<file path="src/rtl/mem_stage_pkg.sv">
// Shared types and funct3 encodings for the memory access stage.
// Pure declarations; no logic, no latency.
package mem_stage_pkg;

  typedef enum logic {IDLE, WAIT} mem_state_t;

  localparam logic [2:0] F3_LB  = 3'b000;
  localparam logic [2:0] F3_LH  = 3'b001;
  localparam logic [2:0] F3_LW  = 3'b010;
  localparam logic [2:0] F3_LBU = 3'b100;
  localparam logic [2:0] F3_LHU = 3'b101;
  localparam logic [2:0] F3_SB  = 3'b000;
  localparam logic [2:0] F3_SH  = 3'b001;
  localparam logic [2:0] F3_SW  = 3'b010;

endpackage

</file>
<file path="src/rtl/load_store_align.sv">
// Byte-lane steering for stores, lane extraction/extension for loads, misalignment flag.
// Purely combinational: zero latency, no flow control.
module load_store_align
  import mem_stage_pkg::*;
(
  input  logic [2:0]  funct3,
  input  logic [1:0]  addr_lo,
  input  logic [31:0] store_data,
  input  logic [31:0] rdata,
  output logic [3:0]  be,
  output logic [31:0] wdata,
  output logic [31:0] load_data,
  output logic        misaligned
);

  logic [7:0]  byte_sel;
  logic [15:0] half_sel;

  assign byte_sel = rdata[{addr_lo, 3'b000} +: 8];
  assign half_sel = addr_lo[1] ? rdata[31:16] : rdata[15:0];

  // Access size comes from funct3[1:0] for both loads and stores.
  always_comb begin
    be    = 4'b1111;
    wdata = store_data;
    case (funct3[1:0])
      2'b00: begin
        be    = 4'b0001 << addr_lo;
        wdata = {4{store_data[7:0]}};
      end
      2'b01: begin
        be    = addr_lo[1] ? 4'b1100 : 4'b0011;
        wdata = {2{store_data[15:0]}};
      end
      default: ;
    endcase
  end

  always_comb begin
    load_data = rdata;
    case (funct3)
      F3_LB:   load_data = {{24{byte_sel[7]}}, byte_sel};
      F3_LH:   load_data = {{16{half_sel[15]}}, half_sel};
      F3_LBU:  load_data = {24'h0, byte_sel};
      F3_LHU:  load_data = {16'h0, half_sel};
      default: load_data = rdata;
    endcase
  end

  assign misaligned = ((funct3 == F3_LW) && (addr_lo != 2'b00)) ||
                      (((funct3 == F3_LH) || (funct3 == F3_LHU)) && addr_lo[0]);

endmodule

</file>
<file path="src/rtl/memory_access_stage.sv">
// RV32I MEM stage: data-memory req/ready access, branch resolve, MEM/WB register (1-cycle latency).
// Stalls upstream while an access waits on dmem_ready_i; MEM_TIMEOUT_EN adds a wait-cycle abort.
module memory_access_stage
  import mem_stage_pkg::*;
#(
  parameter int DMEM_AW        = 32,
  parameter int TIMEOUT_CYCLES = 16
) (
  input  logic               clk_i,
  input  logic               reset_i,
  input  logic               MemtoReg_MEMORYACCESS,
  input  logic               MemWrite_MEMORYACCESS,
  input  logic               MemRead_MEMORYACCESS,
  input  logic               RegWrite_MEMORYACCESS,
  input  logic               Branch_MEMORYACCESS,
  input  logic               zero_MEMORYACCESS,
  input  logic [31:0]        PCTarget_MEMORYACCESS,
  input  logic [31:0]        ALUResult_MEMORYACCESS,
  input  logic [31:0]        ReadData2_MEMORYACCESS,
  input  logic [4:0]         Write_Register_MEMORYACCESS,
  input  logic [2:0]         funct3_MEMORYACCESS,
  output logic               dmem_req_o,
  output logic               dmem_we_o,
  output logic [DMEM_AW-1:0] dmem_addr_o,
  output logic [3:0]         dmem_be_o,
  output logic [31:0]        dmem_wdata_o,
  input  logic [31:0]        dmem_rdata_i,
  input  logic               dmem_ready_i,
  output logic               stall_o,
  output logic               PCSrc_o,
  output logic [31:0]        PCTarget_o,
  output logic               misalign_o,
  output logic               bus_err_o,
  output logic [31:0]        ReadData_WRITEBACK,
  output logic [31:0]        ALUResult_WRITEBACK,
  output logic [4:0]         Write_Register_WRITEBACK,
  output logic               RegWrite_WRITEBACK,
  output logic               MemtoReg_WRITEBACK
);

  if (TIMEOUT_CYCLES < 1 || DMEM_AW < 2 || DMEM_AW > 32) begin : g_param_check
    $error("memory_access_stage: parameter out of range");
  end

  mem_state_t  state, state_nxt;
  logic        mem_op, misaligned, misalign_hit, access;
  logic        timeout_hit, bubble;
  logic [31:0] load_data;

  load_store_align u_align (
    .funct3     (funct3_MEMORYACCESS),
    .addr_lo    (ALUResult_MEMORYACCESS[1:0]),
    .store_data (ReadData2_MEMORYACCESS),
    .rdata      (dmem_rdata_i),
    .be         (dmem_be_o),
    .wdata      (dmem_wdata_o),
    .load_data  (load_data),
    .misaligned (misaligned)
  );

  assign mem_op       = MemRead_MEMORYACCESS | MemWrite_MEMORYACCESS;
  assign misalign_hit = mem_op & misaligned & ~reset_i;
  assign access       = mem_op & ~misaligned;

  assign dmem_we_o   = MemWrite_MEMORYACCESS;
  assign dmem_addr_o = ALUResult_MEMORYACCESS[DMEM_AW-1:0];
  assign PCSrc_o     = ~reset_i & Branch_MEMORYACCESS & zero_MEMORYACCESS;
  assign PCTarget_o  = PCTarget_MEMORYACCESS;

`ifdef MEM_TIMEOUT_EN
  localparam int CW = $clog2(TIMEOUT_CYCLES + 1);
  logic [CW-1:0] wait_cnt;
`endif

  always_comb begin
    state_nxt   = state;
    dmem_req_o  = 1'b0;
    stall_o     = 1'b0;
    timeout_hit = 1'b0;
    case (state)
      IDLE: begin
        if (access) begin
          dmem_req_o = 1'b1;
          if (!dmem_ready_i) begin
            stall_o   = 1'b1;
            state_nxt = WAIT;
          end
        end
      end
      WAIT: begin
        dmem_req_o = 1'b1;
        if (dmem_ready_i) begin
          state_nxt = IDLE;
        end else begin
          stall_o = 1'b1;
`ifdef MEM_TIMEOUT_EN
          if (wait_cnt == CW'(TIMEOUT_CYCLES - 1)) begin
            stall_o     = 1'b0;
            timeout_hit = 1'b1;
            state_nxt   = IDLE;
          end
`endif
        end
      end
      default: state_nxt = IDLE;
    endcase
    // Reset abandons any outstanding access in the same cycle.
    if (reset_i) begin
      dmem_req_o  = 1'b0;
      stall_o     = 1'b0;
      timeout_hit = 1'b0;
      state_nxt   = IDLE;
    end
  end

  assign bubble = stall_o | misalign_hit | timeout_hit;

  always_ff @(posedge clk_i) begin
    if (reset_i) begin
      state      <= IDLE;
      misalign_o <= 1'b0;
    end else begin
      state      <= state_nxt;
      misalign_o <= misalign_hit;
    end
  end

`ifdef MEM_TIMEOUT_EN
  always_ff @(posedge clk_i) begin
    if (reset_i) begin
      wait_cnt  <= '0;
      bus_err_o <= 1'b0;
    end else begin
      wait_cnt  <= (state == WAIT) ? wait_cnt + 1'b1 : '0;
      bus_err_o <= timeout_hit;
    end
  end
`else
  assign bus_err_o = 1'b0;
`endif

  always_ff @(posedge clk_i) begin
    if (reset_i || bubble) begin
      ReadData_WRITEBACK       <= '0;
      ALUResult_WRITEBACK      <= '0;
      Write_Register_WRITEBACK <= '0;
      RegWrite_WRITEBACK       <= 1'b0;
      MemtoReg_WRITEBACK       <= 1'b0;
    end else begin
      ReadData_WRITEBACK       <= MemRead_MEMORYACCESS ? load_data : 32'h0;
      ALUResult_WRITEBACK      <= ALUResult_MEMORYACCESS;
      Write_Register_WRITEBACK <= Write_Register_MEMORYACCESS;
      RegWrite_WRITEBACK       <= RegWrite_MEMORYACCESS & ~MemWrite_MEMORYACCESS;
      MemtoReg_WRITEBACK       <= MemtoReg_MEMORYACCESS;
    end
  end

endmodule

</file>
<file path="config.mk">
export PLATFORM = sky130hd
export DESIGN_NAME = memory_access_stage
export DESIGN_NICKNAME = d
export VERILOG_FILES = /design/src/rtl/mem_stage_pkg.sv /design/src/rtl/load_store_align.sv /design/src/rtl/memory_access_stage.sv
export SDC_FILE = /design/constraint.sdc
export NUM_CORES = 1
export LEC_CHECK = 0
export BUFFER_PORTS_ARGS = -buffer_cell sky130_fd_sc_hd__buf_2
export CAP_MARGIN = 30
export CORE_AREA = 2 2 126 128
export CTS_CLUSTER_SIZE = 30
export DETAILED_ROUTE_END_ITERATION = 8
export DIE_AREA = 0 0 128 130
export PLACE_DENSITY = 0.54
export REMOVE_ABC_BUFFERS = 1
export SLEW_MARGIN = 20
export SYNTH_ARGS = -nofsm -noshare
export SYNTH_HDL_FRONTEND = slang
export SYNTH_SLANG_ARGS = --single-unit
</file>
<file path="constraint.sdc">
create_clock -name clk_i -period 1.4 [get_ports clk_i]
set_input_delay 0.21 -clock clk_i [delete_from_list [all_inputs] [get_ports clk_i]]
set_output_delay 0.21 -clock clk_i [all_outputs]
set_load 0.03 [all_outputs]
</file>
**After elaboration in Yosys (flattened, before gate mapping)**

Index checks and enable logic that the tools add are counted.
Widths: inputs -> output; s select.

- Multiplexer cells: 12
- Bitwise operators: 13
- Reduce and logical (&&, ||, !) cells: 9
- Equality and inequality tests: 5
- Shifts and indexed selects: 2

Operators with widths:

| operator | number |
|---|---|
| $pmux 32 s4 | 1 |
| $pmux 32 s2 | 1 |
| $shiftx 32x6->8 | 1 |
| $mux 16 | 1 |
| $pmux 4 s2 | 1 |
| $and 1x1->1 | 6 |
| $eq 3x3->1 const B | 2 |
| $mux 1 | 5 |
| $not 1->1 | 5 |
| $mux 4 | 1 |
| $pmux 1 s2 | 2 |
| $shl 1x2->4 const A | 1 |
| $eq 3x1->1 const B | 1 |
| $eq 3x2->1 const B | 1 |
| $logic_not 3->1 | 1 |
| $logic_or 1x1->1 | 3 |
| $eq 2x1->1 const B | 1 |
| $logic_and 1x1->1 | 2 |
| $logic_not 2->1 | 1 |
| $or 1x1->1 | 2 |
| $reduce_bool 2->1 | 1 |
| $reduce_or 2->1 | 1 |

- Output and inout bits: 177
- Bits in registers: 73
- Word-level logic and storage cells: 48
- Input bits: 145

**Depth between registers and ports, before layout**

Gate-level depths: netlist of the first run.

- Depth after elaboration: 12
- Gate-level depth with buffers: 7
- Mapped depth without buffers: 5

**Hierarchy**

A second synthesis of the first run with hierarchy kept.

- Cells, all modules: 414
- Area total of the unflattened synthesis: 3,803.6 um^2

By module, submodules not included:

| module | area an instance (um^2) | cells an instance | times used | sequential area each (um^2) |
|---|---|---|---|---|
| memory_access_stage | 2,621.3 | 236 | 1 | 1,461.4 |
| load_store_align | 1,182.4 | 178 | 1 | 0.0 |

**Least setup slack after synthesis of the first run**

Ideal clock, no wire load.

- Path type: input to output
- From: input funct3_MEMORYACCESS[0]
- To: output dmem_wdata_o[24]
- Path buffers: 2
- Cell stages on the path: 4
- Path slack: -0.363 ns
- Data required time: 1.190 ns
- Arrival: 1.553 ns
- Cell sequence: buf_4 -> clkbuf_1 -> mux2i_1 -> o21ai_0

- Cells in the longest elaborated chain, start to end: 2
- Elaborated cells on any way between the ends: 3
- Those cells by class: eq/ne (1); mux (1); reduce/logical (1)

Ends and longest elaborated chain:

| item | RTL line | RTL |
|---|---|---|
| start, declared | memory_access_stage.sv:21 | `input logic [2:0] funct3_MEMORYACCESS,` |
| $eq 2x1->1 or $logic_not 2->1 (tied branches) | load_store_align.sv:26 | `case (funct3[1:0])` |
| $pmux 32 s2 (*) | load_store_align.sv:26 |  |
| end, declared | memory_access_stage.sv:26 | `output logic [31:0] dmem_wdata_o,` |

Mark *: on every way between the ends. The rest lies on a longest branch, timed or not.

**Worst setup path in the final report of the first run**

- From: input funct3_MEMORYACCESS[0]
- To: output dmem_wdata_o[12]

Same word-level chain as after synthesis.

==> results.md, run 1 <==
- Status: finished clean
- Starting density of the core: 0.2321
- Area of the core: roughly 15000 µm²
- Buf/Inv on CP: 4
- Pwr Density: 1122 nW/µm²
- CP Cell Sequence: buf_12 -> buf_8 -> nor2_4 -> buf_8 -> mux2_4 -> buf_6
- Final hold vios: 0
- H-tree depth: 3
- Top-area cell type share of the netlist area: 0.4082
- Post-synth top area cell: dfxtp_1
- FF-to-FF path depth: 5
- Synth top area cells: dfxtp_1 41%, buf_4 16%, and2_1 6.6%
- Top delay family on crit path: buffers and inverters
- N_diodes: 0
- Clock Power Share: 0.386
- Area of the multi-input gates: 1498 µm²
- Via Count: between 3k and 4k
- Slowest cell on the critical path: mux2_4
- Crit start category: primary input
- Worst min path class: in2reg
- Area Overhead vs Synth: 47.92%
- Drt first pass iters: 4
- VDD IR-drop max: between 0.4 and 0.5 mV
- Ports: ~320
- DR iter-0 viols: ~100
- Worst Path Arrival: between 1000 and 1500 ps
- Final Instance Area: 5295 µm²
- CTS Buf Count: 9
- DP Area: between 4000 and 5000 µm²
- Layout cells sized above 1: 0.5801
- Synthesized instance count: roughly 390
- Row count: 46
- CP max stage delay: 320 ps
- Combinational fraction of design power: 0.247
- Seq pwr share: 0.367
- Total grt overflow: 0
- Synth async-reset ratio: 0
- Most frequent cells in the layout: 240 x buf_2, 73 x dfxtp_1, 44 x buf_4, 38 x and2_1, 36 x a21oi_1
- Post-Syn Area: roughly 3600 µm²
- Netlist cell types: 38
- All-Layer GR Usage: 0.1558
- Max Freq: 0.7200 GHz
- Worst-path fanout max: 8
- Root buf cell: clkbuf_16
- Final setup vio count: 0
- Drt total wl: 13520 µm
- DRC viols: 0
- Fillcell total: 1632
- Leak: 2.731 nW
- Die area: around 17000 µm²
- Most frequent cell on the critical path: buf_8
- Pin count of the biggest net entering global routing: 40
- Clk sinks: 73
- Psw: 0.001743 W
- CP Data Required Time: about 1200 ps
- Vias in the first global route: 3330
- Final net count: between 700 and 800
- Worst Clk Skew: between 8 and 9 ps
- Post-synthesis sequential area ratio: 0.4082
- Crit share post-route: 0.9921
- CP Class: in2out
- GPL Wtd Cong: a little under 0.8
- Max-slew violation count: 0
- CTS tree: yes
- Port Buffers: roughly 260
- CTS Hold Bufs: 0
- Fin crit period: 1389 ps
- R2r setup slk: roughly 90 ps
- Critical Path Sink Type: output port
- Hold depth: 2
- Commonest non-fill, non-tap cell in the layout: buf_2
- Initial antenna violation count: 0
- DP Wirelength: between 10000 and 15000 µm
- Synth warn: 0
- Clk buf depth: 2
- Latest clock arrival within the worst-skew pair: roughly 330 ps
- Area occupied by registers: roughly 1500 µm²
- Crit path depth: 6
- Unrepaired setup endpoints after global routing: true
- Switching share of power: 0.2933
- Post-synth EDFFs: 0
- Wire per inst: between 15 and 20 µm
- Ys flop type: dfxtp_1
- Total Power: around 0.0059 W
- Routed Antenna Nets: 0
- Int Pwr: roughly 0.0042 W
- #FFs+latches synth: 73
- Syn Area/Cell: 9.085 µm²
- Max-cap violations: 0
- Fin Hold WS: roughly 83 ps
- First-pass GRT wire length: between 15000 and 20000 µm
- Chip height: approximately 130 µm
- Vias per cell: 4.410
- Die Width: ~130 µm
- Clock transition at the registers of the reported paths: roughly 60 ps
per-layer routing:
metal / vias to the layer above / global-route usage / routed length [µm] / part of all wire
met3: 16 / 0.07544 / 1529 / 0.11
li1: 1674 / - / - / -
met5: - / 0.002941 / 0 / 0
met1: 1604 / 0.1678 / 5274 / 0.39
met2: 252 / 0.2658 / 6449 / 0.48
met4: 0 / 0.05947 / 265 / 0.020
stage by stage:
stage	utilization	setup WS, ps	TNS, ps	std cells
5_1_grt	0.3433	-13.08	-87.48	804
3_3_place_gp	0.3108	-225.4	-12420	786
3_5_place_dp	0.3108	-223.7	-13480	786
2_1_floorplan	-	-313.8	-16820	295
4_1_cts	0.3421	4.227	0	804
6_report	0.3433	11.12	0	804
state kept, by name, summed over array words and instances, names as in the netlist:
name and flops:
MemtoReg_WRITEBACK 1, state 1, Write_Register_WRITEBACK 5, ReadData_WRITEBACK 32
ALUResult_WRITEBACK 32, RegWrite_WRITEBACK 1, misalign_o 1
layout make-up:
class / instances / area share
clock buffers: 12 / 0.04844
clock inverters: 3 / 0.007561
inverters: 5 / 0.003544
multi-input cells: 217 / 0.2828
flip-flops and latches: 73 / 0.2760
well taps: 192 / 0.04537
repair buffers: 302 / 0.3362
what timing repair did:
| action | in CTS | in global routing |
|---|---|---|
| pin swaps | 5 | 2 |
| buffers inserted | 3 | 0 |
| setup endpoints to repair | 20 | 14 |
| resized for setup | 47 | 8 |
| cloned | 0 | 0 |
worst reg2reg max path, cell delays in order (launching register included):
cell     delay, ps
dfxtp_1        340
inv_1           40
o21ai_0        330
a21oi_2        130
buf_12         180
and2_1         180
Yosys cell counts (3+ instances only):
master and number:
and2_1 38, a21oi_1 39, or3_1 4, buf_4 75
nor3_2 4, clkbuf_1 14, nor2_1 7, or2_2 6
a22o_1 8, inv_1 5, o21ai_0 12, nand2_1 33
a22oi_1 8, mux2_2 17, buf_2 7, mux2i_1 15
a211oi_1 3, dfxtp_1 73
final timing paths:
check	to	startpoint
hold reg to reg	state	state
setup / recovery	dmem_wdata_o[12]	funct3_MEMORYACCESS[0]
hold / removal	Write_Register_WRITEBACK[1]	Write_Register_MEMORYACCESS[1]
setup reg to reg	MemtoReg_WRITEBACK	state
cells by family (layout without fill, tap and decap cells):
kind of cell           after synthesis  in the layout  share of synthesized area
AOI/OAI and AO/OA                   76             76                     0.1286
buffers and inverters              104            322                     0.1926
and+or+nand+nor                    107            107                     0.1678
other                                1              1                   0.001048
muxes                               33             33                     0.1017
DFF                                 73             73                     0.4082
power by group through the flow:
stage	clock network (W)	logic (W)	registers, W
after floorplan	0	0.000436	0.00240
after global placement	0	0.00140	0.00223
after detailed placement	0	0.00140	0.00223
after CTS	0.00238	0.00147	0.00218
after global routing	0.00245	0.00157	0.00219
final	0.00229	0.00147	0.00218
(Power assumes the default switching activity.)
==> run 2, diff against run 1 <==
BUFFER_PORTS_ARGS = -buffer_cell sky130_fd_sc_hd__buf_4   (was -buffer_cell sky130_fd_sc_hd__buf_2)
==> run 2 against run 1 <==
Net effect:
- the flow now finishes with violations (negative setup slack)
- largest cell class unchanged
- largest power group unchanged
- register-to-register slack improved by 150 ps
- non-clock buffer count fell by 11
- power rose by 6.1%
- sequential share of layout area fell by 2.2 points
- global-route usage rose by 0.13 points
- first-iteration DRC count rose by 31%
- clock skew barely moved
- final area rose by 8.6%
- hold slack got worse by 1.2 ps
- clock power rose by 10%
- highest routed layer unchanged
==> results.md, run 2 (synthesis results as in run 1) <==
- Worst slew pin tran: roughly 700 ps
- Pin count of the biggest net entering global routing: 40 (unchanged)
- Switching share of power: 0.2810 (-0.01232)
- DRC viols: 0 (unchanged)
- Vias per cell: 4.455 (+1.0%)
- N_diodes: 0 (unchanged)
- Total grt overflow: 0 (unchanged)
- FF-to-FF path depth: 5 (unchanged)
- Area of the core: 15420 µm² (unchanged)
- CTS tree: yes
- Int Pwr: 0.004533 W (+8.0%)
- Routed Antenna Nets: 0 (unchanged)
- Clk buf depth: 2 (unchanged)
- CP Launch Point: funct3_MEMORYACCESS[1]
- Wire per inst: 17.36 µm (+3.2%)
- CP Class: in2out
- Worst min path class: in2reg
- First-pass GRT wire length: 19480 µm (+2.4%)
- Drt total wl: 13780 µm (+1.9%)
- Starting density of the core: 0.2321 (unchanged)
- DP Area: 5368 µm² (+12%)
- Final hold vios: 0 (unchanged)
- Port Buffers: 256 (unchanged)
- R2r setup slk: 240 ps (+150 ps)
- Initial antenna violation count: 0 (unchanged)
- Worst slew margin: 0.5334
- DR iter-0 viols: 134 (+31%)
- Commonest non-fill, non-tap cell in the layout: buf_4
- Setup_tns: -15.67 ps (-15.67 ps)
- Critical path destination: dmem_wdata_o[10]
- Clock transition at the registers of the reported paths: 60 ps (about the same)
- Leak: 2.784 nW (+2.0%)
- Ports: 322 (unchanged)
- Final Instance Area: 5748 µm² (+8.6%)
- CTS Hold Bufs: 0 (unchanged)
- Biggest regs: ALUResult_WRITEBACK: 32 flops, ReadData_WRITEBACK: 32 flops, Write_Register_WRITEBACK: 5 flops
- Reg-to-reg endpoint: ALUResult_WRITEBACK[26]
- Drt first pass iters: 5 (+1)
- Layout cells sized above 1: 0.5731 (-0.006976)
- Critical R2R Launch: state
- Fin crit period: 1409 ps (+20.16 ps)
- H-tree depth: 3 (unchanged)
- Die Width: 128 µm (unchanged)
- Worst Clk Skew: 9.103 ps (+0.2185 ps)
- Post-route setup slack: -9.043 ps (-20.16 ps)
- All-Layer GR Usage: 0.1571 (+0.001273)
- Root buf cell: clkbuf_16
- Status: complete, but fails checks
- Crit share post-route: 1.006 (+0.01440)
- Worst Path Arrival: 1200 ps (+20 ps)
- Chip height: 130 µm (unchanged)
- Area Overhead vs Synth: 60.57%
- Latest clock arrival within the worst-skew pair: 330 ps (about the same)
- Seq pwr share: 0.347 (-0.020)
- Final net count: 742 (-1.5%)
- Vias in the first global route: 3466 (+4.1%)
- DP Wirelength: 11220 µm (+2.2%)
- Cell Count, Final, Fillers Out: 794 (-1.2%)
- GPL Wtd Cong: 0.8175 (+6.2%)
- Clock Power Share: 0.399 (+0.013)
- CTS Buf Count: 9 (unchanged)
- VDD IR-drop max: 0.5050 mV (+9.5%)
- Fillcell total: 1606 (-1.6%)
- Final core occ: 0.3726 (+0.02936)
- Pwr Density: 1097 nW/µm² (-2.2%)
- Max-cap violations: 0 (unchanged)
- Critical Path Sink Type: output port
- Die area: 16640 µm² (unchanged)
- Failing checks: negative setup slack
- Unrepaired setup endpoints after global routing: true
- Worst-path fanout max: 8 (unchanged)
- Max-slew violation count: 0 (unchanged)
- Combinational fraction of design power: 0.254 (+0.007)
- CP Data Required Time: 1190 ps (about the same)
- Most frequent cells in the layout: 286 x buf_4, 73 x dfxtp_1, 38 x and2_1, 36 x a21oi_1, 33 x nand2_1
- Clk sinks: 73 (unchanged)
- Via Count: 3537 (-0.25%)
- Final setup vio count: 3 (+3)
- Psw: 0.001772 W (+1.7%)
- Max Freq: 0.7097 GHz (-1.4%)
- Crit start category: primary input
- Row count: 46 (unchanged)
- Worst slack at placement: -242.8 ps (-19.07 ps)
- Placed cells: 777 (-1.1%)
[run 2: cell count changes in the layout (fill, tap and decap cells not counted), moves of 7 or more]
cell and delta:
buf_6 -9, mux2_4 -7, mux2_2 +7, buf_4 +242, buf_2 -240
[run 2: cell type report]
class                      instances  area (µm²)  area share
timing repair buffer             291        2230      0.3879
multi-input combinational        217        1466      0.2551
sequential                        73        1461      0.2542
clock buffer                      12       256.5     0.04462
tap                              192       240.2     0.04179
clock inverter                     4       75.07     0.01306
inverter                           5       18.77    0.003265
[run 2: worst min-delay path by stage]
stage,from,slack [ps],endpoint,cells after the start
2_1_floorplan,reset_i,290,misalign_o,1
3_3_place_gp,Write_Register_MEMORYACCESS[3],420,Write_Register_WRITEBACK[3],2
3_5_place_dp,Write_Register_MEMORYACCESS[4],420,Write_Register_WRITEBACK[4],2
4_1_cts,dmem_ready_i,70,state,2
5_1_grt,dmem_ready_i,70,state,2
6_report,dmem_ready_i,80,state,2
[run 2: per-layer routing]
| layer | vias up | routed length (µm) | part of all wire | global-route usage |
|---|---|---|---|---|
| met4 | 0 | 166 | 0.012 | 0.04719 |
| li1 | 1652 | - | - | - |
| met5 | - | 0 | 0 | 0.002941 |
| met3 | 14 | 1653 | 0.12 | 0.07503 |
| met1 | 1624 | 5280 | 0.38 | 0.1672 |
| met2 | 247 | 6681 | 0.48 | 0.2774 |
[run 2: per-stage QoR]
step	hold slack, ps	total power (W)
floorplan	289.3	0.002835
global placement	418.1	0.003815
detailed placement	416.3	0.003828
CTS	67.63	0.006391
global route	73.27	0.006586
finish	81.37	0.006305
[run 2: worst max-delay path, cell delays in order]
cell and delay (ps):
buf_4 150, nor2_2 150, buf_4 170, mux2_2 350, buf_4 170
[run 2: power by group through the flow]
stage / Combinational, W / Sequential (W) / Clock [W]
after floorplan: 0.000436 / 0.00240 / 0
after global placement: 0.00158 / 0.00224 / 0
after detailed placement: 0.00159 / 0.00224 / 0
after CTS: 0.00161 / 0.00219 / 0.00259
after global routing: 0.00170 / 0.00220 / 0.00269
final: 0.00160 / 0.00219 / 0.00252
[run 2: repair_timing]
item / CTS / global route
buffers inserted: 1 / 0
setup endpoints to repair: 18 / 12
gates resized for setup: 8 / 2
cloned: 0 / 0
pin swaps: 1 / 0
hold endpoints to repair: 0 / 0
